[src/rtl/sc_sched_pkg.sv]
// Shared types and constants for the sc_sched time-slice scheduler.
package sc_sched_pkg;

    typedef enum logic [1:0] {
        IDLE  = 2'b00,
        GRANT = 2'b01,
        DRAIN = 2'b10
    } state_e;

    localparam int unsigned CNT_W         = 3;
    localparam int unsigned SLICE_MAX_DEF = 5;

    function automatic int unsigned wrap_inc(
        input int unsigned idx,
        input int unsigned n
    );
        return (idx + 1 >= n) ? 0 : idx + 1;
    endfunction

endpackage

[src/rtl/slice_ctr.sv]
// Saturating slice counter; flags any value above the saturation point.
module slice_ctr
    import sc_sched_pkg::*;
(
    input  logic             clk,
    input  logic             rst_n,
    input  logic             clr,
    input  logic             en,
    input  logic [CNT_W-1:0] max,
    output logic [CNT_W-1:0] cnt,
    output logic             sat,
    output logic             bad
);

    logic [CNT_W-1:0] cnt_q;
    logic [CNT_W-1:0] cnt_d;

    always_comb begin
        cnt_d = cnt_q;
        if (clr) begin
            cnt_d = '0;
        end else if (en && (cnt_q < max)) begin
            cnt_d = cnt_q + 1'b1;
        end
    end

    always_ff @(posedge clk or negedge rst_n) begin
        if (!rst_n) begin
            cnt_q <= '0;
        end else begin
            cnt_q <= cnt_d;
        end
    end

    assign cnt = cnt_q;
    assign sat = (cnt_q == max);
    assign bad = (cnt_q > max);

endmodule

[src/rtl/sc_sched.sv]
// Round-robin time-slice scheduler: one owner at a time, one idle
// DRAIN cycle between owners, shared saturating slice counter.
module sc_sched
    import sc_sched_pkg::*;
#(
    parameter  int NREQ      = 4,
    parameter  int SLICE_MAX = SLICE_MAX_DEF,
    localparam int IW        = $clog2(NREQ)
) (
    input  logic             clk,
    input  logic             rst_n,
    input  logic [NREQ-1:0]  req,
    input  logic [NREQ-1:0]  done,
    output logic [NREQ-1:0]  gnt,
    output logic             gnt_valid,
    output logic [IW-1:0]    gnt_id,
    output logic [CNT_W-1:0] slice_cnt,
    output logic             err
);

    state_e          state_q;
    state_e          state_d;
    logic [NREQ-1:0] gnt_q;
    logic [NREQ-1:0] gnt_d;
    logic [IW-1:0]   id_q;
    logic [IW-1:0]   id_d;
    logic [IW-1:0]   ptr_q;
    logic [IW-1:0]   ptr_d;

    logic [IW-1:0]   win;
    logic [IW-1:0]   idx;
    logic            found;
    logic [NREQ-1:0] win_oh;

    logic [CNT_W-1:0] cnt;
    logic             sat;
    logic             bad;
    logic             clr;
    logic             en;
    logic             other;
    logic             exit_c;
    logic             bad_state;

    // First set request at or after ptr, wrapping.
    always_comb begin
        win   = ptr_q;
        idx   = '0;
        found = 1'b0;
        for (int i = 0; i < NREQ; i++) begin
            idx = IW'((int'(ptr_q) + i) % NREQ);
            if (!found && req[idx]) begin
                found = 1'b1;
                win   = idx;
            end
        end
    end

    always_comb begin
        win_oh      = '0;
        win_oh[win] = 1'b1;
    end

    assign other  = |(req & ~gnt_q);
    assign exit_c = !req[id_q] || done[id_q] || (sat && other);

    assign bad_state = (state_q != IDLE) &&
                       (state_q != GRANT) &&
                       (state_q != DRAIN);
    assign err = bad_state || bad;

    assign en  = (state_q == GRANT);
    assign clr = err || (state_q != GRANT) || exit_c;

    slice_ctr u_ctr (
        .clk   (clk),
        .rst_n (rst_n),
        .clr   (clr),
        .en    (en),
        .max   (CNT_W'(SLICE_MAX)),
        .cnt   (cnt),
        .sat   (sat),
        .bad   (bad)
    );

    always_comb begin
        state_d = state_q;
        gnt_d   = gnt_q;
        id_d    = id_q;
        ptr_d   = ptr_q;
        if (err) begin
            state_d = IDLE;
            gnt_d   = '0;
            id_d    = '0;
        end else begin
            unique case (state_q)
                IDLE, DRAIN: begin
                    if (|req) begin
                        state_d = GRANT;
                        gnt_d   = win_oh;
                        id_d    = win;
                    end else begin
                        state_d = IDLE;
                        gnt_d   = '0;
                        id_d    = '0;
                    end
                end
                GRANT: begin
                    if (exit_c) begin
                        state_d = DRAIN;
                        gnt_d   = '0;
                        id_d    = '0;
                        ptr_d   = IW'(wrap_inc(
                                      int'(id_q), NREQ));
                    end
                end
                default: begin
                    state_d = IDLE;
                    gnt_d   = '0;
                    id_d    = '0;
                end
            endcase
        end
    end

    always_ff @(posedge clk or negedge rst_n) begin
        if (!rst_n) begin
            state_q <= IDLE;
            gnt_q   <= '0;
            id_q    <= '0;
            ptr_q   <= '0;
        end else begin
            state_q <= state_d;
            gnt_q   <= gnt_d;
            id_q    <= id_d;
            ptr_q   <= ptr_d;
        end
    end

    assign gnt       = gnt_q;
    assign gnt_valid = |gnt_q;
    assign gnt_id    = id_q;
    assign slice_cnt = cnt;

endmodule

[config.mk]
export PLATFORM = sky130hd
export DESIGN_NAME = sc_sched
export DESIGN_NICKNAME = d
export VERILOG_FILES = /design/src/rtl/sc_sched_pkg.sv /design/src/rtl/slice_ctr.sv /design/src/rtl/sc_sched.sv
export SDC_FILE = /design/constraint.sdc
export NUM_CORES = 1
export LEC_CHECK = 0
export CORE_AREA = 5 5 72 58
export CTS_BUF_LIST = sky130_fd_sc_hd__clkbuf_4
export DETAILED_ROUTE_END_ITERATION = 6
export DIE_AREA = 0 0 77 63
export HOLD_SLACK_MARGIN = 0.08
export PLACE_DENSITY = 0.52
export SYNTH_ARGS = -nofsm -noshare
export SYNTH_HDL_FRONTEND = slang
export SYNTH_SLANG_ARGS = --single-unit
[constraint.sdc]
create_clock -name clk -period 2.3 [get_ports clk]
set_clock_uncertainty 0.15 [all_clocks]
set_input_delay 0.345 -clock clk [delete_from_list [all_inputs] [get_ports clk]]
set_output_delay 0.345 -clock clk [all_outputs]
set_load 0.1 [all_outputs]
==> run summary, run 1 <==
#FFs+latches synth - 13
Slew @ Worst Pin - 0.5718 ns
Fin nets - 120
Worst Path Arrival - 1.68 ns
CTS Sinks - 13
Detailed-route DRC error count - 0
Max Freq - 458.8 MHz
Placer Congestion - 0.7979
Grt total ovfl - 0
DR WL met2 - 900 um
Largest area contributor in the netlist - dfrtp_1
Max Slew Vio Count - 0
Initial Util - 23.27%
Synth async-reset ratio - 100.0%
Top routing layer used - met4
Area contributors post-synth - dfrtp_1, nand2b_1, ha_1, nor2b_1, a21oi_1
Reg-to-Reg End - u_ctr.cnt[2]$_DFFE_PN0P_
Pin count of the biggest net entering global routing - 14
Post-CTS Setup Bufs - 0
Drt total wl - 1961 um
Combinational share of power - 65.8%
Peak fanout along the critical path - 8
Yosys warns - 0
Most frequent cell after synthesis - dfrtp_1
Reg-to-reg slack, setup - 0.33 ns
Syn_nets - 92
CP Launch Type - register
Vias in the first global route - 700
H-tree levels - 1
Drt via density - 4.723
Max_slew headroom - 61.76%
Die area - 0.004851 mm^2
Final setup fails - 0
Net Switching - 919.8 uW
Top cell type's share of synthesized area - 40.56%
Share of cells above drive strength 1 - 30.19%
Switching part of the total power - 55.10%
GR Util All Layers - 8.406%
I/O pin total - 21
Crit. Startpoint - u_ctr.cnt[0]$_DFFE_PN0P_
N_diodes - 0
Core ar. - 0.003447 mm^2
Clk pwr share - 9.1%
CP endpoint kind - output port
Internal power - 749.6 uW
Slowest stage cell, crit path - dfrtp_2
Clock buffer depth - 2
WL met1 - 926 um
Root Buffer - clkbuf_4
Critical path class - reg2out
DR WL/cell - 13.25 um
Die X - 77 um
P&R area growth vs syn - 39.78%
Pwr dens - 1489 mW/mm^2
Worst VDD drop - 0.6565 mV
PortBufs - 20
Reg2reg path depth - 4
Max-cap violations - 0
Worst endpoint required time - 1.80 ns
WL met3 - 107 um
Antenna violations before repair - 0
Synthesized cell area - 802.0 um^2
Leakage - 0.0005170 uW
Most frequent cells after synthesis - dfrtp_1, nand2b_1, a21oi_1, nor2b_1, nor2_1
Unrepaired setup endpoints after global routing - false
Hold Path Class - in2async
CTS tree - yes
Crit path time final - 2.179 ns
EDFF count, synth - 0
Drt pass-1 iters - 4
Sequential power share - 25.1%
CP max stage delay - 0.46 ns
Initial drt markers - 34
Synth Flop Type - dfrtp_1
Final Core Density - 32.52%
Die H - 63 um
Post-synthesis average cell area - 10.15 um^2
R2R Path Start - u_ctr.cnt[1]$_DFFE_PN0P_
Cell count after synthesis - 79
Worst-skew pair later-pin latency - 0.28 ns
Fin. Hold Viols - 0
Critical path, cell by cell - ha_1 -> nor2b_2 -> and2_1 -> a21o_2 -> buf_12
Register area share after synthesis - 40.56%
Distinct cells, synth - 36
DP HPWL - 1591 um
First-pass GRT wire length - 3222 um
Status - finished clean
Routed Antenna Nets - 0
Vias - 699
Tcrit/Tclk final - 94.76%
Row count - 19
Num CTS Buffers - 3
CTS clk-pin slew, worst paths - 0.08 ns
Setup_tns - 0 ns
[how the worst max path moves through the flow]
stage | cells past startpoint | slack, ns | end
after CTS | 5 | 0.04 | err
after floorplan | 5 | -0.008 | err
final | 5 | 0.12 | err
after detailed placement | 5 | -0.05 | gnt[0]$_DFFE_PN0P_
after global placement | 5 | -0.009 | u_ctr.cnt[2]$_DFFE_PN0P_
after global routing | 5 | 0.05 | err
[cell families after synthesis]
group           synth area share, %
simple gates                  22.93
compound gates                23.40
flops                         40.56
buf+inv                       2.808
mux                           5.616
fa+ha+maj                     4.681
[flip-flops by register name, indices dropped and copies added (netlist names)]
signal     count
gnt_id         2
gnt            4
u_ctr.cnt      3
state_q        2
ptr_q          2
[layout make-up]
type	count	area [um^2]
Fill cell	352	2326
Multi-Input combinational cell	61	461.7
Sequential cell	13	330.3
Timing Repair Buffer	25	235.2
Tap cell	42	52.55
Clock buffer	4	30.03
Inverter	3	11.26
[power by group through the flow]
stage          Sequential, uW  Clock (uW)  Combinational [uW]
2_1_floorplan             738           0                 484
3_3_place_gp              424           0                1100
3_5_place_dp              424           0                1110
4_1_cts                   420         157                1110
5_1_grt                   436         168                1160
6_report                  419         152                1100
[critical path, delay by kind of cell, from the launching register on]
kind	cells	cell delay, ns
fa+ha+maj	1	0.24
simple gates	2	0.41
compound gates	1	0.14
flops	1	0.46
buf+inv	1	0.17
[layout by cell type, fill, tap and decap left out, types with 4 or more instances in the layout]
cell type | netlist | final
dfrtp_2 | 0 | 4
clkbuf_4 | 0 | 4
nor2b_1 | 5 | 4
buf_4 | 1 | 14
a21oi_1 | 6 | 6
nand2b_1 | 9 | 9
nor2_1 | 4 | 4
clkdlybuf4s50_1 | 0 | 9
dfrtp_1 | 13 | 9
[through the flow]
stage | worst slack (ns) | instances | hold slack [ns] | power (uW) | cell area (um^2)
final | 0.1205 | 148 | 0.2809 | 1669 | 1121
after global routing | 0.04652 | 148 | 0.3304 | 1769 | 1121
after CTS | 0.04227 | 148 | 0.2984 | 1687 | 1119
after detailed placement | -0.04548 | 144 | 0.3881 | 1531 | 1089
after global placement | -0.008837 | 144 | 0.4022 | 1525 | 1089
after floorplan | -0.007916 | 79 | -0.1006 | 1222 | 812.0
[layer usage]
layer	GRT usage, %	up-vias
li1	-	346
met1	10.47	338
met2	12.29	13
met3	4.035	2
met4	3.648	0
met5	0	-
[repair_timing]
| item | CTS | global route |
|---|---|---|
| hold buffers | 0 | 0 |
| resized for setup | 0 | 1 |
| setup endpoints to repair | 0 | 1 |
(Power assumes the default switching activity.)
==> inputs of run 2 (changes only) <==
CTS_CLUSTER_DIAMETER = 30   (was default)
==> results of run 2 <==
The final DEF is identical to that of run 1; final timing and power are the same.
==> inputs of run 3 (changes only) <==
ABC_CLOCK_PERIOD_IN_PS = 2300   (was default)
CORE_AREA = 5 5 75 60   (was 5 5 72 58)
DIE_AREA = 0 0 80 65   (was 0 0 77 63)
SYNTH_HIERARCHICAL = 1   (was default)
==> run summary, run 3 <==
Pwr dens - 1180 mW/mm^2
Critical path class - reg2out
EDFF count, synth - 0
Post-synthesis average cell area - 9.939 um^2
Max-cap violations - 0
DP HPWL - 1779 um
Largest area contributor in the netlist - dfrtp_1
Worst endpoint required time - 1.80 ns
Most frequent CP cell - nor2_4
Placed insts - 173
Worst-skew pair later-pin latency - 0.28 ns
Slew @ Worst Pin - 0.5678 ns
Post-place setup slack - -0.04311 ns
Worst VDD drop - 0.9907 mV
Die X - 80 um
Row count - 20
DR WL/cell - 11.87 um
Drt pass-1 iters - 3
Routed Antenna Nets - 0
Grt total ovfl - 0
Crit path time final - 2.235 ns
Drt total wl - 2148 um
Clk pwr share - 9.4%
CP endpoint kind - output port
CTS Sinks - 13
Switching part of the total power - 52.93%
Synth async-reset ratio - 100.0%
Distinct cells, synth - 33
Setup_tns - 0 ns
Most frequent cell after synthesis - dfrtp_1
Worst Path Arrival - 1.74 ns
Initial Util - 22.99%
Fin. Hold Viols - 0
Slowest stage cell, crit path - dfrtp_4
I/O pin total - 21
Clock buffer depth - 2
Fin area - 0.001349 mm^2
Drt via density - 4.282
Share of cells above drive strength 1 - 44.44%
Number of flip-flops in the largest register - 4
N_diodes - 0
Overall power - 1591 uW
CTS tree - yes
Vias - 775
CTS clk-pin slew, worst paths - 0.08 ns
Final setup fails - 0
Vias in the first global route - 677
Placer Congestion - 0.7547
Peak fanout along the critical path - 4
Synth Flop Type - dfrtp_1
Top cell type's share of synthesized area - 37.20%
PortBufs - 20
Leakage - 0.0005984 uW
Antenna violations before repair - 0
Post-Layout Cell Count - 181
Most frequent cells in the layout - buf_4, nor2b_1, clkdlybuf4s50_1
Initial drt markers - 37
Yosys warns - 6
Commonest non-fill, non-tap cell in the layout - buf_4
Max Freq - 447.4 MHz
Area after DPL - 0.001255 mm^2
Num CTS Buffers - 3
Core ar. - 0.003804 mm^2
Register area share after synthesis - 37.20%
Detailed-route DRC error count - 0
Cell count after synthesis - 88
#FFs+latches synth - 13
Critical path, cell by cell - ha_4 -> a21o_4 -> nor2_4 -> nor2_4 -> a21o_2 -> buf_12
Root Buffer - clkbuf_4
Final Worst Setup Slack - 0.06509 ns
Max Slew Vio Count - 0
Most frequent cells after synthesis - dfrtp_1, nor2b_1, nor2_1, ha_1, inv_1
# fillers - 397
Die H - 65 um
CP max stage delay - 0.49 ns
Tcrit/Tclk final - 97.17%
Pin count of the biggest net entering global routing - 14
Internal power - 748.9 uW
P&R area growth vs syn - 54.22%
GR Util All Layers - 8.815%
Synthesized cell area - 874.6 um^2
CP Launch Type - register
Sequential power share - 25.0%
Die area - 0.005200 mm^2
Net Switching - 842.2 uW
Hold Path Class - in2async
H-tree levels - 1
Status - finished clean
Fin nets - 142
Area contributors post-synth - dfrtp_1, ha_1, nor2b_1, mux2_2, nor2_1
First-pass GRT wire length - 3429 um
Combinational share of power - 65.6%
Max_slew headroom - 62.03%
[run 3: cell types whose count changed in the layout (fill, tap and decap cells not counted), sizes merged, moves of 3 or more]
cell    change
buf        +10
nor2b       +6
nand2b      -5
nor2        +4
conb        +3
[run 3: cells by family (layout without fill, tap and decap cells)]
logic type / count (synthesis) / in the layout / share of synthesized area, %
DFF: 13 / 13 / 37.20
buffers and inverters: 7 / 44 / 4.721
other: 2 / 3 / 0.8587
AOI/OAI and AO/OA: 21 / 21 / 18.46
adders and majority gates: 5 / 5 / 7.153
muxes: 5 / 5 / 7.582
and+or+nand+nor: 35 / 35 / 24.03
[run 3: critical path: cells and delay by family, from the launching register on]
family,cells,cell delay [ns]
buffers and inverters,1,0.17
and+or+nand+nor,2,0.15
adders and majority gates,1,0.23
DFF,1,0.49
AOI/OAI and AO/OA,2,0.43
[run 3: cell type report]
type | instances | area [um^2] | share of cell area (%)
Timing Repair Buffer | 35 | 310.3 | 23.01
Sequential cell | 13 | 341.6 | 25.32
Clock buffer | 4 | 30.03 | 2.226
Multi-Input combinational cell | 69 | 576.8 | 42.76
Inverter | 5 | 21.27 | 1.577
Tap cell | 55 | 68.82 | 5.102
[run 3: worst paths after layout]
| check | slack, ns | startpoint | cells after the start | endpoint |
|---|---|---|---|---|
| max | 0.07 | u_ctr/cnt[2]$_DFFE_PN0P_ | 6 | err |
| min | 0.28 | rst_n | 1 | u_ctr/cnt[2]$_DFFE_PN0P_ |
| max reg2reg | 0.17 | u_ctr/cnt[1]$_DFFE_PN0P_ | 9 | u_ctr/cnt[0]$_DFFE_PN0P_ |
| min reg2reg | 0.41 | gnt_id[1]$_DFFE_PN0P_ | 1 | gnt_id[1]$_DFFE_PN0P_ |
| max in group asynchronous | 1.29 | rst_n | 1 | u_ctr/cnt[0]$_DFFE_PN0P_ |
| min in group clk | 0.41 | gnt_id[1]$_DFFE_PN0P_ | 1 | gnt_id[1]$_DFFE_PN0P_ |
[run 3: power groups by stage]
stage | Sequential, uW | Clock [uW] | Combinational [uW]
2_1_floorplan | 673 | 0 | 465
3_3_place_gp | 403 | 0 | 1030
3_5_place_dp | 406 | 0 | 1040
4_1_cts | 400 | 156 | 1040
5_1_grt | 412 | 169 | 1090
6_report | 398 | 150 | 1040
[run 3: per-layer routing]
metal  vias up  share of wire [%]  track usage (%)
met5         -                  0                0
met1       370                 47            11.67
li1        389                  -                -
met3         5                4.2            3.194
met4         0                2.1            4.430
met2        11                 47            12.50
[run 3: repair_timing]
item,in CTS,in global routing
setup endpoints to repair,1,1
pin swaps,0,1
hold buffers,0,0
gates resized for setup,2,4
buffers inserted,1,3
[run 3: per-stage QoR]
stage | util [%] | hold slack (ns)
after detailed placement | 32.99 | 0.3950
after global routing | 35.46 | 0.3265
after CTS | 34.38 | 0.2829
final | 35.46 | 0.2759
after global placement | 32.99 | 0.3950
after floorplan | - | -0.1006
